`config.mk`:
```
export PLATFORM = sky130hd
export DESIGN_NAME = afifo_wr_arbiter_flat
export DESIGN_NICKNAME = d
export VERILOG_FILES = /design/src/rtl/afifo_wr_arbiter_if.sv /design/src/rtl/afifo_wr_arbiter.sv /design/src/flat_wrapper.sv
export SDC_FILE = /design/constraint.sdc
export NUM_CORES = 1
export LEC_CHECK = 0
export BUFFER_PORTS_ARGS = -buffer_cell sky130_fd_sc_hd__buf_2
export CAP_MARGIN = 10
export CORE_MARGIN = 3
export CORE_UTILIZATION = 35
export CTS_CLUSTER_DIAMETER = 30
export CTS_CLUSTER_SIZE = 24
export DETAILED_ROUTE_END_ITERATION = 12
export GPL_TIMING_DRIVEN = 0
export PLACE_DENSITY_LB_ADDON = 0.15
export SLEW_MARGIN = 0
export SYNTH_ARGS = -nofsm -noshare
export SYNTH_HDL_FRONTEND = slang
export SYNTH_SLANG_ARGS = --single-unit
```
`constraint.sdc`:
```
create_clock -name wr_clk -period 1.7 [get_ports wr_clk]
set_input_delay 0.085 -clock wr_clk [delete_from_list [all_inputs] [get_ports wr_clk]]
set_output_delay 0.085 -clock wr_clk [all_outputs]
set_load 0.03 [all_outputs]
```
`src/rtl/afifo_wr_arbiter_if.sv`:
```
// Write-side bundle between the producers, the arbiter and the async FIFO write port.
// The arbiter takes the master modport and the producer/FIFO side takes the slave modport.
interface afifo_wr_arbiter_if #(
    parameter int DSIZE = 8,
    parameter int NREQ  = 4
);
    localparam int IDW = (NREQ > 1) ? $clog2(NREQ) : 1;

    logic [NREQ-1:0]       req;
    logic [NREQ*DSIZE-1:0] req_data;
    logic [NREQ-1:0]       grant;
    logic                  wr_full;
    logic [DSIZE-1:0]      wr_data;
    logic                  wr_inc;
    logic                  busy;
    logic [IDW-1:0]        owner_id;

    modport master (
        input  req, req_data, wr_full,
        output grant, wr_data, wr_inc, busy, owner_id
    );

    modport slave (
        output req, req_data, wr_full,
        input  grant, wr_data, wr_inc, busy, owner_id
    );
endinterface

```
`src/rtl/afifo_wr_arbiter.sv`:
```
// Round-robin, bounded-burst arbiter sharing one async FIFO write port among NREQ producers.
// Zero-latency write in the grant cycle; wr_full stalls the owner without ending its tenure.
module afifo_wr_arbiter #(
    parameter int DSIZE     = 8,
    parameter int NREQ      = 4,
    parameter int MAX_BURST = 4
) (
    input  logic               wr_clk,
    input  logic               wr_rst,
    afifo_wr_arbiter_if.master bus
);
    localparam int IDW = (NREQ > 1) ? $clog2(NREQ) : 1;
    localparam int BCW = (MAX_BURST > 2) ? $clog2(MAX_BURST) : 1;
    localparam logic [NREQ-1:0] ONE_HOT0 = NREQ'(1);

    typedef enum logic {IDLE, GRANT} state_t;

    state_t         state;
    logic [IDW-1:0] owner;
    logic [IDW-1:0] rr_ptr;
    logic [BCW-1:0] burst_cnt;

    logic [IDW-1:0] next_owner;
    logic [IDW-1:0] scan_ptr;
    logic           found;
    logic           xfer;
    logic           last_beat;

    // Explicit wrap so non-power-of-two NREQ never lands on an unused index.
    function automatic logic [IDW-1:0] wrap_inc(input logic [IDW-1:0] v);
        return (v == IDW'(NREQ - 1)) ? '0 : v + IDW'(1);
    endfunction

    always_comb begin
        next_owner = rr_ptr;
        scan_ptr   = rr_ptr;
        found      = 1'b0;
        for (int k = 0; k < NREQ; k++) begin
            if (!found && bus.req[scan_ptr]) begin
                next_owner = scan_ptr;
                found      = 1'b1;
            end
            scan_ptr = wrap_inc(scan_ptr);
        end
    end

    assign xfer      = (state == GRANT) && bus.req[owner] && !bus.wr_full && !wr_rst;
    assign last_beat = (burst_cnt == BCW'(MAX_BURST - 1));

    assign bus.wr_inc   = xfer;
    assign bus.grant    = xfer ? (ONE_HOT0 << owner) : '0;
    assign bus.wr_data  = xfer ? bus.req_data[int'(owner)*DSIZE +: DSIZE] : '0;
    assign bus.busy     = (state == GRANT);
    assign bus.owner_id = owner;

    always_ff @(posedge wr_clk) begin
        if (wr_rst) begin
            state     <= IDLE;
            owner     <= '0;
            rr_ptr    <= '0;
            burst_cnt <= '0;
        end else begin
            case (state)
                IDLE: begin
                    if (found) begin
                        owner     <= next_owner;
                        burst_cnt <= '0;
                        state     <= GRANT;
                    end
                end
                GRANT: begin
                    if (!bus.req[owner]) begin
                        state  <= IDLE;
                        rr_ptr <= wrap_inc(owner);
                    end else if (!bus.wr_full) begin
                        if (last_beat) begin
                            state  <= IDLE;
                            rr_ptr <= wrap_inc(owner);
                        end else begin
                            burst_cnt <= burst_cnt + BCW'(1);
                        end
                    end
                end
                default: state <= IDLE;
            endcase
        end
    end
endmodule

```
`src/flat_wrapper.sv`:
```
// flat-port wrapper written by rule: the top's interface ports become plain ports
module afifo_wr_arbiter_flat 
#(
    parameter int DSIZE     = 8,
    parameter int NREQ      = 4,
    parameter int MAX_BURST = 4
)
  (wr_clk, wr_rst, bus_req, bus_req_data, bus_wr_full, bus_grant, bus_wr_data, bus_wr_inc, bus_busy, bus_owner_id);
  afifo_wr_arbiter_if #(.DSIZE(DSIZE), .NREQ(NREQ)) bus_i ();
  input  logic wr_clk;
  input  logic wr_rst;
  input wire logic [$bits(bus_i.req)-1:0] bus_req;
  input wire logic [$bits(bus_i.req_data)-1:0] bus_req_data;
  input wire logic [$bits(bus_i.wr_full)-1:0] bus_wr_full;
  output wire logic [$bits(bus_i.grant)-1:0] bus_grant;
  output wire logic [$bits(bus_i.wr_data)-1:0] bus_wr_data;
  output wire logic [$bits(bus_i.wr_inc)-1:0] bus_wr_inc;
  output wire logic [$bits(bus_i.busy)-1:0] bus_busy;
  output wire logic [$bits(bus_i.owner_id)-1:0] bus_owner_id;
  assign bus_i.req = bus_req;
  assign bus_i.req_data = bus_req_data;
  assign bus_i.wr_full = bus_wr_full;
  assign bus_grant = bus_i.grant;
  assign bus_wr_data = bus_i.wr_data;
  assign bus_wr_inc = bus_i.wr_inc;
  assign bus_busy = bus_i.busy;
  assign bus_owner_id = bus_i.owner_id;
  afifo_wr_arbiter #(.DSIZE(DSIZE), .NREQ(NREQ), .MAX_BURST(MAX_BURST)) u_core (.wr_clk(wr_clk), .wr_rst(wr_rst), .bus(bus_i));
endmodule
```
==> impl_metrics.ini <==
[logic_synthesis]
synth_top_area_share_pct = 23.08
yosysTopAreaCell = mux4_2
ys_seq_elements = 7
netlist_instances = 110
syn_avg_cell_area_um2 = 8.872
ys_async_sr_fraction_pct = 0
ys_warn_count = 0
yosysSeqAreaShare_pct = 14.36
synth_edf_count = 0
synth_cell_type_count = 40
synth_ff_type = dfxtp_1
netlist_top_cells_area = mux4_2, dfxtp_1, and2_1
syn-cell-area_um2 = 975.9
syn-num-nets = 155

[flow_run]
max_cap_viol_count = 0

[global_routing]
grt.total_usage_pct = 16.60
grt_max_degree = 11
grt_pass1_vias = 999
antenna_found_initial = 0
overflow = 0
grt_pass1_wl_um = 4554

[finish]
layout-drive-gt1-share_pct = 64.77
design_area_um2 = 1619
final_common_cell = buf_2
nNetsFinal = 222
mostFrequentLayoutCells = buf_2, buf_6, mux4_2, and2_4
fin_cells = 206
num_antenna_cells = 0
area_growth_pct = 65.90

[clock_network]
cts_tree = built
cts_root_buf = clkbuf_4
cts_max_path_buffers = 2
cts.sinks = 7
clk_latency_ns = 0.25
path_clk_slew_ns = 0.05
cts_hold_buffers = 0
htreeDepth = 1
cts_buffers = 3

[setup_path]
critPathRequiredTime_ns = 1.62
critPathCaptureType = primary output
crit_type = reg2out
ff2ff_path_depth = 7
crit_arrival_ns = 1.81
path_max_fanout = 5
startpoint_type = flop

[floorplan]
die_area_um2 = 3458
initial_core_util_pct = 38.01
pin_count = 55
die_y_um = 58.81
die_x_um = 58.81
rows = 18
core-area_um2 = 2567

[timing]
setup_slack_ns = -0.1957
fin_skew_ns = 0.001923
worst_pin_slew_ns = 0.3778
fin_crit_sh_pct = 111.5
final.setup.tns_ns = -2.542
max_slew_margin_pct = 74.76
finalHoldViolations = 0
finalMaxSlewViolations = 0
min_period_ns = 1.896
setup_viol = 18
clock.fmax_mhz = 527.5
rsz0062_at_grt = true

[power]
power_density_nw_per_um2 = 781.0
p_leak_nw = 0.7073
ir_drop_mv = 0.5644
p_total_mw = 1.264

[drt]
routed_wl_um = 2991
detail_route.vias_per_cell = 5.403
dr.pass1.iters = 4
wl_per_cell_um = 14.52
drt_iter0_drc = 29
drc = 0
ant_nets = 0
vias = 1113

[placed_design]
post-place-ws_ns = -0.2270
dp_hpwl_um = 2233
gp_congestion = 0.8273
dpl-instance-area_um2 = 1306
dp_cells = 193
port_buffers = 53

[status]
status = finished with violations
violations = setup timing

[hold_path]
hold_path_class = in2reg
hold_depth = 2
-- layer usage --
metal  vias to the layer above  track usage, %  wire length [um]
met5                         -               0                 0
met4                         0           2.589                20
met3                         4           4.605               315
met2                        49           29.34              1516
met1                       522           20.35              1139
li1                        538               -                 -
-- final timing paths --
kind | from | end | slack [ns]
max reg2reg | u_core.rr_ptr[0] | u_core.burst_cnt[0] | -0.11
min reg2reg | u_core.burst_cnt[1] | u_core.burst_cnt[1] | 0.49
max | u_core.bus.owner_id[0] | bus_grant[2] | -0.20
min | wr_rst | u_core.burst_cnt[0] | 0.08
-- power breakdown --
group | switching (mW) | internal, mW
sequential | 0.0411 | 0.197
clock | 0.0617 | 0.0896
combinational | 0.424 | 0.451
-- worst max-delay path, stage by stage (launching register included) --
cell      delay, ns
dfxtp_4        0.37
mux4_2         0.54
nand3b_1       0.19
nor2_4         0.07
buf_8          0.13
and2_4         0.13
buf_6          0.13
-- Yosys cell counts, types with 2 or more instances --
master and number:
nor2b_1 2, and2_1 12, clkbuf_1 2, o21ai_0 3
a21oi_1 7, nor2_1 10, mux4_2 10, o21a_1 2
o21bai_1 2, nand3b_1 4, ha_1 6, nand2_1 7
nor3_1 3, mux2i_1 5, inv_1 4, dfxtp_1 7
-- state kept, by name (all words and copies together) (netlist names) --
register	cells
u_core.burst_cnt	2
u_core.bus.owner_id	2
u_core.rr_ptr	2
u_core.bus.busy	1
-- stage by stage --
stage | utilization (%) | hold slack (ns)
6_report | 63.06 | 0.08422
2_1_floorplan | - | 0.2903
3_3_place_gp | 50.88 | 0.3172
3_5_place_dp | 50.88 | 0.3243
5_1_grt | 63.06 | 0.08991
4_1_cts | 61.11 | 0.07730
-- cell families after synthesis --
| kind of cell | Yosys count | synth area share [%] |
|---|---|---|
| simple gates | 46 | 26.03 |
| compound gates | 25 | 18.08 |
| fa+ha+maj | 6 | 7.692 |
| flops | 7 | 14.36 |
| mux | 15 | 28.21 |
| buf+inv | 11 | 5.640 |
-- layout make-up --
class / count / area, um^2
fillers: 230 / 948.4
multi-input cells: 92 / 892.1
repair buffers: 63 / 445.4
flip-flops and latches: 7 / 151.4
plain buffers: 5 / 47.55
well taps: 30 / 37.54
clock buffers: 4 / 26.28
inverters: 5 / 18.77
-- repair_timing --
item	4_1_cts	5_1_grt
setup buffers	9	2
pin swaps	11	5
endpoints found under the setup margin	18	20
cloned	1	0
resized for setup	56	11
endpoints found under the hold margin	0	0
Power figures use the tool's default switching activity.
